## config.mk

```make
export PLATFORM = sky130hd
export DESIGN_NAME = fetch_sequencer
export DESIGN_NICKNAME = d
export VERILOG_FILES = /design/src/rtl/fetch_sequencer.sv
export SDC_FILE = /design/constraint.sdc
export NUM_CORES = 1
export LEC_CHECK = 0
export ABC_AREA = 0
export CORE_ASPECT_RATIO = 0.7
export CORE_MARGIN = 2
export CORE_UTILIZATION = 38
export CTS_CLUSTER_DIAMETER = 200
export DETAILED_ROUTE_END_ITERATION = 7
export PLACE_DENSITY = 0.81
export REMOVE_ABC_BUFFERS = 1
export SKIP_LAST_GASP = 1
export SLEW_MARGIN = 0
export SYNTH_ARGS = -nofsm -noshare
export SYNTH_HDL_FRONTEND = slang
export SYNTH_SLANG_ARGS = --single-unit
```

## constraint.sdc

```tcl
create_clock -name clk -period 3.1 [get_ports clk]
set_input_delay 0.93 -clock clk [delete_from_list [all_inputs] [get_ports clk]]
set_output_delay 0.93 -clock clk [all_outputs]
set_load 0.05 [all_outputs]
```

## src/rtl/fetch_sequencer.sv

```systemverilog
// Fetch-stage controller: sequences the external ProgramCounter, runs the imem
// request/ready handshake and holds one fetched instruction for decode.
module fetch_sequencer #(
    parameter int unsigned         WORD_LEN     = 32,
    parameter logic [WORD_LEN-1:0] RESET_VECTOR = 32'h0000_0000,
    parameter logic [WORD_LEN-1:0] EXC_VECTOR   = 32'h0000_0080,
    parameter int unsigned         TIMEOUT      = 16
) (
    input  logic                clk,
    input  logic                reset,
    input  logic [WORD_LEN-1:0] pc,
    output logic                pc_enable,
    output logic [WORD_LEN-1:0] pc_next,
    output logic                imem_req,
    output logic [WORD_LEN-1:0] imem_addr,
    input  logic                imem_ready,
    input  logic [WORD_LEN-1:0] imem_rdata,
    output logic [WORD_LEN-1:0] instr,
    output logic [WORD_LEN-1:0] instr_pc,
    output logic                instr_valid,
    input  logic                id_stall,
    input  logic                branch_taken,
    input  logic [WORD_LEN-1:0] branch_target,
    input  logic                jump,
    input  logic [WORD_LEN-1:0] jump_target,
    input  logic                exception,
    output logic                fetch_error
);

    localparam int unsigned         CNT_W    = (TIMEOUT < 2) ? 1 : $clog2(TIMEOUT);
    localparam logic [CNT_W-1:0]    CNT_LAST = CNT_W'(TIMEOUT - 1);
    localparam logic [CNT_W-1:0]    CNT_ONE  = CNT_W'(32'd1);
    localparam logic [CNT_W-1:0]    CNT_ZERO = {CNT_W{1'b0}};
    localparam logic [WORD_LEN-1:0] PC_STEP  = WORD_LEN'(32'd4);
    localparam logic [WORD_LEN-1:0] ZERO_W   = {WORD_LEN{1'b0}};

    typedef enum logic [1:0] {
        ST_BOOT  = 2'd0,
        ST_FETCH = 2'd1,
        ST_DRAIN = 2'd2,
        ST_ERROR = 2'd3
    } state_t;

    state_t              state_r;
    logic                outstanding_r;
    logic [WORD_LEN-1:0] req_addr_r;
    logic [CNT_W-1:0]    wait_cnt_r;

    logic                redirect_s;
    logic [WORD_LEN-1:0] target_s;
    logic [WORD_LEN-1:0] seq_pc_s;
    logic                slot_busy_s;
    logic                consumed_s;
    logic                req_s;
    logic [WORD_LEN-1:0] addr_s;
    logic                pc_en_s;
    logic [WORD_LEN-1:0] pc_next_s;
    logic                wait_s;
    logic                done_s;
    logic                timeout_s;

    // Redirect priority and decode-slot status
    always_comb begin
        redirect_s  = exception | branch_taken | jump;
        seq_pc_s    = pc + PC_STEP;
        slot_busy_s = instr_valid & id_stall;
        consumed_s  = instr_valid & ~id_stall;
        if (exception) begin
            target_s = EXC_VECTOR;
        end else if (branch_taken) begin
            target_s = branch_target;
        end else begin
            target_s = jump_target;
        end
    end

    // Memory request and PC update driven from the current state
    always_comb begin
        req_s     = 1'b0;
        addr_s    = ZERO_W;
        pc_en_s   = 1'b0;
        pc_next_s = seq_pc_s;
        if (reset) begin
            pc_next_s = ZERO_W;
        end else begin
            case (state_r)
                ST_BOOT: begin
                    pc_en_s   = 1'b1;
                    pc_next_s = RESET_VECTOR;
                end
                ST_FETCH: begin
                    // A live request keeps its latched address even though pc may differ
                    if (outstanding_r) begin
                        req_s  = 1'b1;
                        addr_s = req_addr_r;
                    end else if (!slot_busy_s) begin
                        req_s  = 1'b1;
                        addr_s = pc;
                    end else begin
                        req_s  = 1'b0;
                        addr_s = pc;
                    end
                    if (redirect_s) begin
                        pc_en_s   = 1'b1;
                        pc_next_s = target_s;
                    end else if (req_s && imem_ready) begin
                        pc_en_s   = 1'b1;
                        pc_next_s = seq_pc_s;
                    end else begin
                        pc_en_s   = 1'b0;
                        pc_next_s = seq_pc_s;
                    end
                end
                ST_DRAIN: begin
                    req_s  = 1'b1;
                    addr_s = req_addr_r;
                    if (redirect_s) begin
                        pc_en_s   = 1'b1;
                        pc_next_s = target_s;
                    end else begin
                        pc_en_s   = 1'b0;
                        pc_next_s = seq_pc_s;
                    end
                end
                ST_ERROR: begin
                    req_s = 1'b0;
                end
                default: begin
                    req_s = 1'b0;
                end
            endcase
        end
    end

    assign wait_s    = req_s & ~imem_ready;
    assign done_s    = req_s & imem_ready;
    assign timeout_s = wait_s & (wait_cnt_r == CNT_LAST);

    assign pc_enable = pc_en_s;
    assign pc_next   = pc_next_s;
    assign imem_req  = req_s;
    assign imem_addr = addr_s;

    // Sequencer state, wait counter and the decode instruction slot
    always_ff @(posedge clk) begin
        if (reset) begin
            state_r       <= ST_BOOT;
            outstanding_r <= 1'b0;
            req_addr_r    <= ZERO_W;
            wait_cnt_r    <= CNT_ZERO;
            instr         <= ZERO_W;
            instr_pc      <= ZERO_W;
            instr_valid   <= 1'b0;
            fetch_error   <= 1'b0;
        end else begin
            if (wait_s && !timeout_s) begin
                wait_cnt_r <= wait_cnt_r + CNT_ONE;
            end else if (done_s) begin
                wait_cnt_r <= CNT_ZERO;
            end else begin
                wait_cnt_r <= wait_cnt_r;
            end

            if (timeout_s) begin
                state_r       <= ST_ERROR;
                fetch_error   <= 1'b1;
                instr_valid   <= 1'b0;
                outstanding_r <= 1'b0;
            end else begin
                case (state_r)
                    ST_BOOT: begin
                        state_r <= ST_FETCH;
                    end
                    ST_FETCH: begin
                        if (redirect_s) begin
                            // Flush; a read already on the bus must be absorbed in DRAIN
                            instr_valid   <= 1'b0;
                            outstanding_r <= 1'b0;
                            if (wait_s) begin
                                state_r    <= ST_DRAIN;
                                req_addr_r <= addr_s;
                            end
                        end else if (done_s) begin
                            instr         <= imem_rdata;
                            instr_pc      <= addr_s;
                            instr_valid   <= 1'b1;
                            outstanding_r <= 1'b0;
                        end else begin
                            if (consumed_s) begin
                                instr_valid <= 1'b0;
                            end
                            if (wait_s) begin
                                outstanding_r <= 1'b1;
                                req_addr_r    <= addr_s;
                            end
                        end
                    end
                    ST_DRAIN: begin
                        instr_valid <= 1'b0;
                        if (done_s) begin
                            state_r <= ST_FETCH;
                        end
                    end
                    ST_ERROR: begin
                        instr_valid <= 1'b0;
                    end
                    default: begin
                        state_r <= ST_BOOT;
                    end
                endcase
            end
        end
    end

endmodule

```

After elaboration in Yosys (flattened, before gate mapping) --
Index checks and enable logic that the tools add are counted.
Storage, ports and cells: bits in registers 105, input bits 135, output and inout bits 132, logic and storage cells 82
Operators by class: add/sub/neg operators 2, equality and inequality tests 9, mux-type cells 36, bitwise logic cells 11, reductions and logical operators 16
Operators by type and width (number):
- 32-bit two-way mux | 9
- 32-bit case mux with 2 select lines | 2
- 32-bit by 3-bit adder with 32-bit output (second input constant) | 1
- 1-bit two-way mux | 15
- 3-bit != test (second input constant) | 3
- 2-bit two-way mux | 4
- 4-bit two-way mux | 2
- 4-bit AND reduction | 2
- 2-bit case mux with 3 select lines | 1
- 2-bit OR reduction | 3
- 1-bit AND | 5
- 4-bit by 1-bit adder with 4-bit output (second input constant) | 1
- 2-bit == test (second input constant) | 2
- 4-bit == test (second input constant) | 1
- 4-bit != test (second input constant) | 1
- 1-bit inverter | 4
- 1-bit case mux with 2 select lines | 2
- 2-bit AND reduction | 2
- 2-bit nonzero test | 2
- 4-bit nonzero test | 1
- 1-bit case mux with 3 select lines | 1
- 3-bit AND reduction | 1
- 3-bit nonzero test | 1
- 2-bit by 1-bit == test with 1-bit output (second input constant) | 1
- 5 further kinds | 7

Longest topological paths before layout --
Gate-level depths: netlist of the first run.
depth in word-level cells 12, mapped depth 10, gate-level depth less buffers 7

Least setup slack after synthesis of the first run --
Ideal clock, no wire load.
path kind input -> output, start point input port exception, end point output port pc_next[30], arrival 3.108 ns, data required time 2.170 ns, slack -0.938 ns, stages on the path 6, path buffers 2, cell sequence or3_1 nand2b_1 buf_2 buf_2 nand2_1 o31ai_1
Between the ends: word-level cells in the longest chain between the ends 5, elaborated cells between the ends (all ways) 6, classes of those cells mux (4); bitwise (2)
RTL lines:
- start, declared | line 26 | input logic exception,
- 1-bit bitwise OR (2 in a row) | line 64 | redirect_s = exception | branch_taken | jump;
- 32-bit two-way mux * | line 103 | if (redirect_s) begin
- 32-bit case mux with 2 select lines * | line 86 | case (state_r)
- 32-bit two-way mux * | line 83 | if (reset) begin
- end, declared | line 13 | output logic [WORD_LEN-1:0] pc_next,
Mark *: on every way between the ends. The rest lies on a longest branch, timed or not.

Worst setup path in the final report of the first run --
start point input port pc[21], end point output port pc_next[30]
Between the ends: word-level cells in the longest chain between the ends 4
RTL lines:
- start, declared | line 11 | input logic [WORD_LEN-1:0] pc,
- 32-bit by 3-bit adder with 32-bit output * | line 65 | seq_pc_s = pc + PC_STEP;
- 32-bit two-way mux | line 103
- 32-bit case mux with 2 select lines * | line 86
- 32-bit two-way mux * | line 83
Marked as above.

==> flow_metrics.env, run 1 <==
export IMPL_fp_dieArea_mm2=0.0164
export IMPL_status="finished with violations"
export IMPL_worst_pin_slew_ns=0.645
export IMPL_synth_warnings=0
export IMPL_worstPathArrival_ns=2.50
export IMPL_setup_viol=31
export IMPL_layout_common_cells="166 x clkdlybuf4s50_1, 159 x nand2_1, 132 x buf_4"
export IMPL_startpoint="pc[21]"
export IMPL_clk_path_buf_depth=2
export IMPL_port_buffers=266
export IMPL_syn_cell_area_mm2=0.00584
export IMPL_end_kind="output port"
export IMPL_grt_pass1_vias=7293
export IMPL_htreeDepth=3
export IMPL_area_growth_pct=97.9
export IMPL_crit_path_max_incr_delay_ns=0.32
export IMPL_slowest_stage="o31ai_4"
export IMPL_crit_top_cell="nand4_1"
export IMPL_synth_edff_count=0
export IMPL_drive_gt1_share_pct=35.2
export IMPL_skew_ns=0.0122
export IMPL_irDropWorstVdd_v=0.000295
export IMPL_firstDrtPassIters=5
export IMPL_tns_ns=-5.97
export IMPL_num_rows=37
export IMPL_hold_path_class="register to register"
export IMPL_cts_sinks=105
export IMPL_pin_count=267
export IMPL_drc=0
export IMPL_hold_viol=0
export IMPL_cellPowerDensity_mw_per_mm2=479
export IMPL_stdcell_area_mm2=0.0116
export IMPL_wirelength_um=26600
export IMPL_gp_congestion=0.881
export IMPL_layout_commonest_cell="clkdlybuf4s50_1"
export IMPL_critPathCapture="pc_next[30]"
export IMPL_die_h_um=108
export IMPL_synth_distinct_cells=63
export IMPL_reg2regPathDepth=11
export IMPL_ys_flop_type="dfxtp_1"
export IMPL_fin_hold_ws_ns=0.456
export IMPL_relSlewSlack_pct=57.0
export IMPL_dp_hpwl_um=17600
export IMPL_grt_met3_usage_pct=8.21
export IMPL_antenna_found_initial=2
export IMPL_grt_usage_pct=30.0
export IMPL_busiest_layer="met2"
export IMPL_grt_use_met1_pct=38.2
export IMPL_wire_per_inst_um=19.4
export IMPL_cts_tree="done"
export IMPL_drt_iter0_markers=449
export IMPL_clock_root_buffer="clkbuf_16"
export IMPL_slew_viol_final=0
export IMPL_ys_async_sr_fraction_pct=0
export IMPL_rsz0062_at_grt="yes"
export IMPL_regToRegStartpoint="state_r[1]"
export IMPL_cts_buffers=9
export IMPL_maxCapViolations=0
export IMPL_violations="negative setup slack"
export IMPL_grt_pass1_wl_um=39100
export IMPL_worstSetupPathType="primary input to output port"
export IMPL_start_util_pct=39.3
export IMPL_worst_path_max_fanout=4
export IMPL_placed_cell_area_mm2=0.00976
export IMPL_period_share_pct=110
export IMPL_cp_cell_sequence="buf_8, nand4_1, nor2_2, buf_6, nand4_1, buf_4, o31ai_4, buf_12"
export IMPL_post_drt_via_cell_ratio=5.47
export IMPL_setup_worst_path_start_class="primary input"
export IMPL_cp_buffers_inverters=4
export IMPL_holdBufCountCts=0
export IMPL_rr_endpoint="req_addr_r[10]"
export IMPL_syn_inst=773
export IMPL_ys_ff_latch=105
export IMPL_num_vias=7497
export IMPL_crit_cells=8
export IMPL_syn_avg_cell_area_um2=7.56
export IMPL_final_antenna_net_count=0
export IMPL_grt_start_max_net_pins=56
export IMPL_p_leak_nw=4.52
export IMPL_fin_crit_ns=3.43
export IMPL_fin_nets=1308
export IMPL_timing_final_ws_setup_ns=-0.325
export IMPL_cp_top_family="simple AND/OR/NAND/NOR gates"
export IMPL_overflow=0
export IMPL_insertion_delay_ns=0.35
export IMPL_core_mm2=0.0149
export IMPL_seq_area_frac_synth_pct=36.0
export IMPL_die_x_um=152
export IMPL_grt_use_met2_pct=50.9
export IMPL_clk_pin_slew_worst_paths_ns=0.07
export IMPL_cp_required_ns=2.17
export IMPL_timing_fmax_ghz=0.292
export IMPL_ff2ff_setup_slack_ns=0.36
per-stage QoR:
| step | total power, mW | setup slack [ns] | instances | utilization (%) |
|---|---|---|---|---|
| finish | 5.54 | -0.325 | 1370 | 77.8 |
| floorplan | 2.57 | -1.58 | 713 | - |
| detailed placement | 3.78 | -0.838 | 1297 | 65.7 |
| global placement | 3.75 | -0.819 | 1297 | 65.7 |
| global route | 5.72 | -0.418 | 1368 | 77.8 |
| CTS | 5.33 | -0.344 | 1344 | 74.1 |
power by group:
part	switching, mW	internal (mW)	total (mW)
logic	1.65	1.32	2.98
clock network	0.558	0.577	1.14
registers	0.0355	1.39	1.43
total	2.25	3.29	5.54
how the worst min path moves through the flow:
stage	startpoint	endpoint	slack [ns]	cells past startpoint
2_1_floorplan	req_addr_r[0]	req_addr_r[0]	0.43	2
3_3_place_gp	instr_pc[20]	instr_pc[20]	0.44	2
3_5_place_dp	instr_pc[10]	instr_pc[10]	0.45	2
4_1_cts	instr[22]	instr[22]	0.46	2
5_1_grt	instr[22]	instr[22]	0.47	2
6_report	instr[12]	instr[12]	0.46	2
per-layer routing:
| layer | vias to the layer above | share of wire [%] |
|---|---|---|
| met5 | - | 0 |
| met3 | 46 | 8.8 |
| li1 | 3501 | - |
| met4 | 0 | 2.1 |
| met2 | 364 | 48 |
| met1 | 3586 | 41 |
cell usage after synthesis, types with 3 or more instances:
library cell	number	area, µm²
xor2_1	17	149
a22oi_1	35	263
o22ai_1	3	18.8
xnor2_1	8	70.1
mux2i_1	27	270
nand2b_1	7	43.8
buf_2	29	145
dfxtp_1	105	2100
nand4_1	14	87.6
clkbuf_1	22	82.6
and3_1	3	18.8
buf_6	3	33.8
a21oi_1	111	556
nor3_1	18	90.1
nand3_1	12	60.1
buf_4	5	37.5
nor2_1	74	278
o22a_1	19	166
o21ai_0	24	120
a31oi_1	4	25.0
nand2_1	165	619
inv_1	9	33.8
ha_1	6	75.1
nor2_2	3	18.8
or3_1	4	25.0
nand3b_1	3	22.5
flip-flops by register name, summed over array words and instances, names as in the netlist:
register and count:
instr 32, fetch_error 1, wait_cnt_r 4, req_addr_r 32, instr_pc 32, state_r 2, instr_valid 1, outstanding_r 1
area by class of cell:
class                           count  area (µm²)
Timing Repair Buffer              442        4800
Clock inverter                      6        47.5
Multi-Input combinational cell    600        4080
Fill cell                         993        3300
Tap cell                          195         244
Antenna cell                        3        7.51
Sequential cell                   105        2100
Inverter                            9        33.8
Clock buffer                       10         239
worst register-to-register path, stage by stage, from the launching register on:
cell and delay [ns]:
dfxtp_2 0.39, inv_1 0.11, ha_2 0.40, buf_6 0.18
nand2b_4 0.17, buf_6 0.19, buf_4 0.15, nor3_4 0.26
and3_2 0.35, buf_4 0.26, nand2_1 0.10, a21oi_1 0.13
timing repair:
| action | CTS | global route |
|---|---|---|
| resized for setup | 230 | 142 |
| pin swaps | 51 | 67 |
| endpoints found under the setup margin | 62 | 64 |
| gates cloned | 6 | 0 |
| buffers inserted | 26 | 31 |
logic make-up after synthesis:
group                      Yosys count  synth area share, %
adders and majority gates            6                 1.28
muxes                               28                 4.82
AOI/OAI and AO/OA                  214                 22.3
xor gates and xnor gates            25                 3.75
buffers and inverters               69                 5.76
and+or+nand+nor                    326                 26.1
DFF                                105                 36.0
(Power assumes the default switching activity.)
==> inputs of run 2 (changes only) <==
Settings changed: CORE_MARGIN 2 to 5, HOLD_SLACK_MARGIN from default to 0.03.
==> flow_metrics.env, run 2 (synthesized netlist as in run 1, its figures left out) <==
export IMPL_cp_required_ns=2.17
export IMPL_top_regs="instr x32, instr_pc x32, req_addr_r x32"
export IMPL_final_cell_count_no_fill=1350
export IMPL_final_seq_area_mm2=0.00210
export IMPL_area_growth_pct=90.9
export IMPL_start_util_pct=39.2
export IMPL_insertion_delay_ns=0.35
export IMPL_antenna_found_initial=2
export IMPL_pin_count=267
export IMPL_layout_common_cells="167 x clkdlybuf4s50_1, 159 x nand2_1, 140 x buf_4"
export IMPL_slew_viol_final=0
export IMPL_setup_viol=31
export IMPL_worst_pin_slew_ns=0.605
export IMPL_wire_per_inst_um=20.5
export IMPL_irDropWorstVdd_v=0.000328
export IMPL_port_buffers=266
export IMPL_fin_crit_ns=3.51
export IMPL_rsz0062_at_grt="yes"
export IMPL_cellPowerDensity_mw_per_mm2=491
export IMPL_grt_start_max_net_pins=51
export IMPL_clk_pin_slew_worst_paths_ns=0.08
export IMPL_holdBufCountCts=0
export IMPL_setup_worst_path_start_class="primary input"
export IMPL_grt_pass1_vias=7479
export IMPL_violations="negative setup slack"
export IMPL_tns_ns=-5.82
export IMPL_num_rows=37
export IMPL_placed_cell_area_mm2=0.00976
export IMPL_multiInputGateArea_mm2=0.00395
export IMPL_dp_cells=1298
export IMPL_hold_path_class="register to register"
export IMPL_overflow=0
export IMPL_relSlewSlack_pct=59.7
export IMPL_worstSetupPathType="primary input to output port"
export IMPL_p_leak_nw=4.38
export IMPL_fin_nets=1289
export IMPL_fillCellCount=1038
export IMPL_cts_buffers=9
export IMPL_maxCapViolations=0
export IMPL_num_vias=7572
export IMPL_gp_congestion=0.915
export IMPL_drive_gt1_share_pct=33.1
export IMPL_cts_tree="done"
export IMPL_drc=0
export IMPL_period_share_pct=113
export IMPL_worstPathArrival_ns=2.58
export IMPL_stdcell_area_mm2=0.0112
export IMPL_worst_path_max_fanout=1
export IMPL_timing_final_ws_setup_ns=-0.407
export IMPL_utilization_pct=74.8
export IMPL_core_mm2=0.0149
export IMPL_grt_usage_pct=28.2
export IMPL_timing_fmax_ghz=0.285
export IMPL_fp_dieArea_mm2=0.0180
export IMPL_firstDrtPassIters=5
export IMPL_dp_hpwl_um=18600
export IMPL_die_x_um=158
export IMPL_post_drt_via_cell_ratio=5.61
export IMPL_grt_pass1_wl_um=40200
export IMPL_clk_path_buf_depth=2
export IMPL_skew_ns=0.00996
export IMPL_clock_root_buffer="clkbuf_16"
export IMPL_cts_sinks=105
export IMPL_layout_commonest_cell="clkdlybuf4s50_1"
export IMPL_drt_iter0_markers=574
export IMPL_die_h_um=114
export IMPL_hold_viol=0
export IMPL_final_antenna_net_count=0
export IMPL_end_kind="output port"
export IMPL_status="finished with violations"
export IMPL_post_place_ws_ns=-0.858
export IMPL_wirelength_um=27600
export IMPL_htreeDepth=3
[run 2: changes by cell type in the layout (fill, tap and decap cells not counted), moves of 8 or more]
cell | previous run | this run
buf_6 | 64 | 43
nor2_1 | 47 | 62
buf_4 | 132 | 140
nor2_4 | 12 | 4
[run 2: what timing repair did]
item	in CTS	in global routing
hold endpoints to repair	0	0
gates resized for setup	228	95
buffers inserted	26	10
gates cloned	4	0
pin swaps	51	44
setup endpoints to repair	35	47
[run 2: path summary, 6_finish.rpt]
path / start / to / slack [ns] / cells past startpoint
min reg2reg: instr_pc[3] / instr_pc[3] / 0.46 / 2
min: instr_pc[3] / instr_pc[3] / 0.46 / 2
max: branch_target[30] / pc_next[30] / -0.41 / 8
max reg2reg: state_r[0] / req_addr_r[24] / 0.54 / 11
[run 2: cell type report]
| cell class | count | area share [%] |
|---|---|---|
| clock inverter | 6 | 0.538 |
| multi-input combinational | 599 | 35.4 |
| inverter | 9 | 0.303 |
| tap | 195 | 2.19 |
| sequential | 105 | 18.9 |
| clock buffer | 10 | 2.14 |
| antenna | 2 | 0.0449 |
| timing repair buffer | 424 | 40.5 |
[run 2: per-layer routing]
layer | GRT usage (%) | part of all wire, % | vias up
li1 | - | - | 3451
met1 | 33.8 | 38 | 3617
met2 | 49.3 | 49 | 440
met3 | 7.93 | 10 | 64
met4 | 8.30 | 2.5 | 0
met5 | 0 | 0 | -
[run 2: metrics by stage]
stage	hold slack (ns)	total power, mW
floorplan	0.431	2.57
finish	0.456	5.48
global route	0.477	5.67
CTS	0.457	5.36
detailed placement	0.447	3.84
global placement	0.441	3.81
[run 2: critical path, stage by stage]
cell and delay [ns]:
clkdlybuf4s50_1 0.44, mux2i_1 0.36, buf_4 0.18, nor2_1 0.04, a41oi_2 0.21, o31ai_4 0.13, buf_6 0.15, buf_12 0.14
[run 2: where the power goes]
part | switching, mW | leakage (nW) | total, mW | internal, mW
combinational | 1.59 | 3.39 | 2.89 | 1.30
clock | 0.580 | 0.140 | 1.17 | 0.587
sequential | 0.0309 | 0.847 | 1.42 | 1.39
